--- config.mk ---
export PLATFORM = sky130hd
export DESIGN_NAME = quad_step_decoder_flat
export DESIGN_NICKNAME = d
export VERILOG_FILES = /design/src/rtl/quad_step_decoder_if.sv /design/src/rtl/quad_step_decoder.sv /design/src/flat_wrapper.sv
export SDC_FILE = /design/constraint.sdc
export NUM_CORES = 1
export LEC_CHECK = 0
export CORE_MARGIN = 1
export CORE_UTILIZATION = 30
export CTS_BUF_LIST = sky130_fd_sc_hd__clkbuf_16
export DETAILED_ROUTE_END_ITERATION = 6
export SETUP_SLACK_MARGIN = 0.02
export SYNTH_ARGS = -nofsm -noshare
export SYNTH_HDL_FRONTEND = slang
export SYNTH_SLANG_ARGS = --single-unit
--- constraint.sdc ---
create_clock -name Clk -period 2.9 [get_ports Clk]
set_input_delay 0.435 -clock Clk [delete_from_list [all_inputs] [get_ports Clk]]
set_output_delay 0.435 -clock Clk [all_outputs]
set_load 0.005 [all_outputs]
--- src/rtl/quad_step_decoder_if.sv ---
// Signal bundle for the quadrature step decoder: raw phases and error clear in,
// decoded step/direction/error/state out.
interface quad_step_decoder_if;
  logic       PhaseA;
  logic       PhaseB;
  logic       ErrClr;
  logic       Step;
  logic       UpOrDown;
  logic       ErrPulse;
  logic       ErrSticky;
  logic [1:0] PhaseState;

  modport master (
    output PhaseA, PhaseB, ErrClr,
    input  Step, UpOrDown, ErrPulse, ErrSticky, PhaseState
  );

  modport slave (
    input  PhaseA, PhaseB, ErrClr,
    output Step, UpOrDown, ErrPulse, ErrSticky, PhaseState
  );
endinterface

--- src/rtl/quad_step_decoder.sv ---
// x4 quadrature decoder: two-flop synchroniser, per-channel persistence filter,
// Gray-step decode into a one-cycle Step pulse with held direction and error flags.
module quad_step_decoder #(
  parameter int unsigned FILTER_LEN = 4,
  parameter int unsigned FCNT_W     = 8
) (
  input logic                Clk,
  input logic                reset,
  quad_step_decoder_if.slave bus
);

  typedef enum logic {INIT, RUN} state_t;

  state_t                   state, state_nx;
  logic                     init_cnt;
  logic [1:0]               s1, s2;
  logic [1:0]               filt, filt_nx, filt_d;
  logic [1:0][FCNT_W-1:0]   cnt, cnt_nx, cnt_d;
  logic                     step_q, dir_q, err_q, sticky_q;
  logic                     step_d, dir_d, err_d, sticky_d;

  function automatic logic [1:0] up_succ(input logic [1:0] v);
    case (v)
      2'b00:   up_succ = 2'b10;
      2'b10:   up_succ = 2'b11;
      2'b11:   up_succ = 2'b01;
      default: up_succ = 2'b00;
    endcase
  endfunction

  function automatic logic [1:0] dn_succ(input logic [1:0] v);
    case (v)
      2'b00:   dn_succ = 2'b01;
      2'b01:   dn_succ = 2'b11;
      2'b11:   dn_succ = 2'b10;
      default: dn_succ = 2'b00;
    endcase
  endfunction

  always_ff @(posedge Clk) begin
    if (reset) begin
      state    <= INIT;
      init_cnt <= 1'b0;
    end else begin
      state    <= state_nx;
      init_cnt <= (state == INIT) && !init_cnt;
    end
  end

  always_comb begin
    state_nx = state;
    if (state == INIT && init_cnt)
      state_nx = RUN;
  end

  // Per-channel persistence filter; bit 1 is channel A, bit 0 is channel B.
  always_comb begin
    filt_nx = filt;
    cnt_nx  = cnt;
    for (int unsigned i = 0; i < 2; i++) begin
      if (s2[i] == filt[i]) begin
        cnt_nx[i] = '0;
      end else if (cnt[i] == FCNT_W'(FILTER_LEN - 1)) begin
        filt_nx[i] = s2[i];
        cnt_nx[i]  = '0;
      end else begin
        cnt_nx[i] = cnt[i] + FCNT_W'(1);
      end
    end
  end

  // In INIT the filter loads s1, the value s2 takes at this same edge, so the
  // filtered state already agrees with s2 on the first RUN edge.
  always_comb begin
    filt_d = filt_nx;
    cnt_d  = cnt_nx;
    step_d = 1'b0;
    err_d  = 1'b0;
    dir_d  = dir_q;
    if (state == INIT) begin
      filt_d = s1;
      cnt_d  = '0;
    end else if (filt_nx != filt) begin
      if (filt_nx == up_succ(filt)) begin
        step_d = 1'b1;
        dir_d  = 1'b1;
      end else if (filt_nx == dn_succ(filt)) begin
        step_d = 1'b1;
        dir_d  = 1'b0;
      end else begin
        err_d = 1'b1;
      end
    end
    sticky_d = err_d | (sticky_q & ~bus.ErrClr);
  end

  always_ff @(posedge Clk) begin
    if (reset) begin
      s1       <= '0;
      s2       <= '0;
      filt     <= '0;
      cnt      <= '0;
      step_q   <= 1'b0;
      err_q    <= 1'b0;
      sticky_q <= 1'b0;
      dir_q    <= 1'b1;
    end else begin
      s1       <= {bus.PhaseA, bus.PhaseB};
      s2       <= s1;
      filt     <= filt_d;
      cnt      <= cnt_d;
      step_q   <= step_d;
      err_q    <= err_d;
      sticky_q <= sticky_d;
      dir_q    <= dir_d;
    end
  end

  assign bus.Step       = step_q;
  assign bus.ErrPulse   = err_q;
  assign bus.ErrSticky  = sticky_q;
  assign bus.UpOrDown   = dir_q;
  assign bus.PhaseState = filt;

endmodule
--- src/flat_wrapper.sv ---
// flat-port wrapper written by rule: the top's interface ports become plain ports
module quad_step_decoder_flat 
#(
  parameter int unsigned FILTER_LEN = 4,
  parameter int unsigned FCNT_W     = 8
)
  (Clk, reset, bus_PhaseA, bus_PhaseB, bus_ErrClr, bus_Step, bus_UpOrDown, bus_ErrPulse, bus_ErrSticky, bus_PhaseState);
  quad_step_decoder_if bus_i ();
  input logic Clk;
  input logic reset;
  input wire logic [$bits(bus_i.PhaseA)-1:0] bus_PhaseA;
  input wire logic [$bits(bus_i.PhaseB)-1:0] bus_PhaseB;
  input wire logic [$bits(bus_i.ErrClr)-1:0] bus_ErrClr;
  output wire logic [$bits(bus_i.Step)-1:0] bus_Step;
  output wire logic [$bits(bus_i.UpOrDown)-1:0] bus_UpOrDown;
  output wire logic [$bits(bus_i.ErrPulse)-1:0] bus_ErrPulse;
  output wire logic [$bits(bus_i.ErrSticky)-1:0] bus_ErrSticky;
  output wire logic [$bits(bus_i.PhaseState)-1:0] bus_PhaseState;
  assign bus_i.PhaseA = bus_PhaseA;
  assign bus_i.PhaseB = bus_PhaseB;
  assign bus_i.ErrClr = bus_ErrClr;
  assign bus_Step = bus_i.Step;
  assign bus_UpOrDown = bus_i.UpOrDown;
  assign bus_ErrPulse = bus_i.ErrPulse;
  assign bus_ErrSticky = bus_i.ErrSticky;
  assign bus_PhaseState = bus_i.PhaseState;
  quad_step_decoder #(.FILTER_LEN(FILTER_LEN), .FCNT_W(FCNT_W)) u_core (.Clk(Clk), .reset(reset), .bus(bus_i));
endmodule
==> impl_metrics.ini <==
[clock_tree]
insertion_delay_ns = 0.26
htree_levels = 1
cts_made_buffers = 3
clkTransAtPathRegs_ns = 0.06
cts_resized = 0
clk_path_buf_depth = 2
cts_setup_buffers = 0
cts_tree = done
cts_root_buf = clkbuf_16
cts_hold_buf = 0
cts.sinks = 28

[logic_synthesis]
synthTopCellsByArea = dfxtp_1 48%, nor2_1 6.4%, xor2_1 6.0%
synthArstFlopShare_pct = 0
synth_ff_type = dfxtp_1
netlist_instances = 123
synth_nets = 130
synth.cells.most_frequent = 28 x dfxtp_1, 20 x nor2_1, 9 x nor2b_1
yosysTopAreaCell = dfxtp_1
syn_area_mm2 = 0.00117
synth_cell_types = 31
ys_seq_area_share_pct = 47.9
synth_top_area_share_pct = 47.9
ys_seq_elements = 28
synth_most_common_cell = dfxtp_1
synth_edf_count = 0
syn_area_per_cell_um2 = 9.52
ys.warnings.count = 0

[critical_path]
crit_start = u_core.cnt[0]
reg2regPathDepth = 6
worstPathRequired_ns = 3.06
regToRegStartpoint = u_core.cnt[0]
start_kind = flip-flop
r2r_setup_slack_ns = 0.65
crit_end = u_core.bus.ErrSticky
crit_path_max_fanout = 5
timing.rr.end = u_core.bus.ErrSticky
arrival_ns = 2.41
cp-end-kind = flip-flop
critical_path_class = reg -> reg

[grt]
grt_pass1_vias = 869
grt_use_total_pct = 11.1
grt_max_degree = 15
grt_overflow = 0
grt_first_pass_wirelength_um = 3570
antenna_found_initial = 0

[routing]
drc = 0
drt-initial-drc-count = 10
vias = 865
ant_nets = 0
post_drt_wl_per_cell_um = 10.5
wl_um = 1930
firstDrtPassIters = 4
via_per_inst = 4.73

[layout]
final_area_mm2 = 0.00140
antenna_cells = 0
fill_cells = 375
area_growth_pct = 19.8
fin_nets = 144
layout-drive-gt1-share_pct = 8.15

[min_path]
hold_path_class = reg -> reg

[flow_run]
drv_cap = 0

[place]
place_area_mm2 = 0.00133
gp_congestion = 0.770
port_buffers = 10
dp_hpwl_um = 1490

[timing]
hold_viol_final = 0
tightest_slew_ns = 0.550
clock.fmax_mhz = 445
finalCritPeriodShare_pct = 77.5
tns_ns = 0
rsz0062_at_grt = false
slew_viol_final = 0
finalCriticalPeriod_ns = 2.25
finClkSkew_ns = 0.00340
relSlewSlack_pct = 62.7
setup_viol = 0

[outcome]
outcome = finished, final reports clean

[floorplan]
io_pins = 11
die-area_mm2 = 0.00416
die_x_um = 64.5
start_util_pct = 31.5
fp-row-count = 22
chipHeight_um = 64.5
core_area_mm2 = 0.00372

[pwr]
ir_drop_v = 0.000243
powerDensity_mw_per_mm2 = 538
total_leakage_power_nw = 0.522
-- how the worst min path moves through the flow --
stage / start / to / slack [ns] / cells after the start
6_report: u_core.init_cnt / u_core.init_cnt / 0.42 / 1
2_1_floorplan: u_core.init_cnt / u_core.init_cnt / 0.39 / 1
3_5_place_dp: u_core.init_cnt / u_core.init_cnt / 0.41 / 1
4_1_cts: u_core.init_cnt / u_core.init_cnt / 0.42 / 1
3_3_place_gp: u_core.init_cnt / u_core.init_cnt / 0.40 / 1
5_1_grt: u_core.init_cnt / u_core.init_cnt / 0.44 / 1
-- power breakdown --
part	switching [mW]	internal (mW)	total (mW)
clock	0.117	0.183	0.300
sequential	0.0102	0.394	0.404
combinational	0.0232	0.0280	0.0512
total	0.151	0.604	0.755
-- registers in the layout (all words and copies together) (netlist names) --
name	flops
u_core.bus.ErrPulse	1
u_core.init_cnt	1
u_core.s2	2
u_core.state	1
u_core.bus.ErrSticky	1
u_core.bus.PhaseState	2
u_core.cnt	16
u_core.bus.Step	1
u_core.bus.UpOrDown	1
u_core.s1	2
-- metal layers --
metal / track usage [%] / vias to the layer above / part of all wire (%)
li1: - / 453 / -
met1: 12.6 / 398 / 48
met2: 19.1 / 9 / 47
met3: 1.06 / 5 / 1.2
met4: 8.33 / 0 / 3.4
met5: 0 / - / 0
-- per-stage QoR --
step | hold WS, ns | power (mW) | setup WS [ns] | util [%] | cells
global route | 0.436 | 0.792 | 0.498 | 37.7 | 183
finish | 0.417 | 0.755 | 0.653 | 37.7 | 183
CTS | 0.420 | 0.769 | 0.666 | 37.7 | 183
floorplan | 0.392 | 0.445 | 0.893 | - | 123
detailed placement | 0.410 | 0.464 | 0.688 | 35.7 | 180
global placement | 0.401 | 0.462 | 0.804 | 35.7 | 180
-- worst max-delay path, cell delays in order, from the launching register on --
cell and delay, ns:
dfxtp_1 0.39, ha_1 0.26, nor4b_1 0.34, nand2_1 0.17, o311ai_1 0.51, xor2_1 0.18, o32ai_1 0.30
-- cell families (layout without fill, tap and decap cells) --
| family | count (synthesis) | in the layout | share of synthesized area (%) |
|---|---|---|---|
| and+or+nand+nor | 61 | 61 | 28.3 |
| adders and majority gates | 2 | 2 | 2.14 |
| buffers and inverters | 4 | 16 | 1.28 |
| xor gates and xnor gates | 15 | 15 | 11.2 |
| muxes | 2 | 2 | 1.71 |
| AOI/OAI and AO/OA | 11 | 11 | 7.48 |
| DFF | 28 | 28 | 47.9 |
-- cell type report --
type / instances / area (um^2) / share of cell area [%]
clock buffers: 3 / 75.1 / 5.35
multi-input cells: 91 / 596 / 42.5
well taps: 48 / 60.1 / 4.28
repair buffers: 10 / 100 / 7.14
flip-flops and latches: 28 / 561 / 40.0
inverters: 3 / 11.3 / 0.803
-- cell usage in the layout (no fill, tap or decap), types with 2 or more instances in the layout --
cell type,Yosys,layout
o21ai_0,2,2
mux2i_1,2,2
nand2b_1,2,2
xor2_1,8,8
xnor2_1,7,7
nand2_1,4,4
or2_2,2,2
nand3_1,7,7
o22ai_1,2,2
dfxtp_1,28,28
ha_1,2,2
a2bb2oi_1,3,3
and3_1,4,4
nor3_1,4,4
nor2b_1,9,9
clkdlybuf4s50_1,0,10
inv_1,3,3
clkbuf_16,0,3
nor2_1,20,20
(Power assumes the default switching activity.)
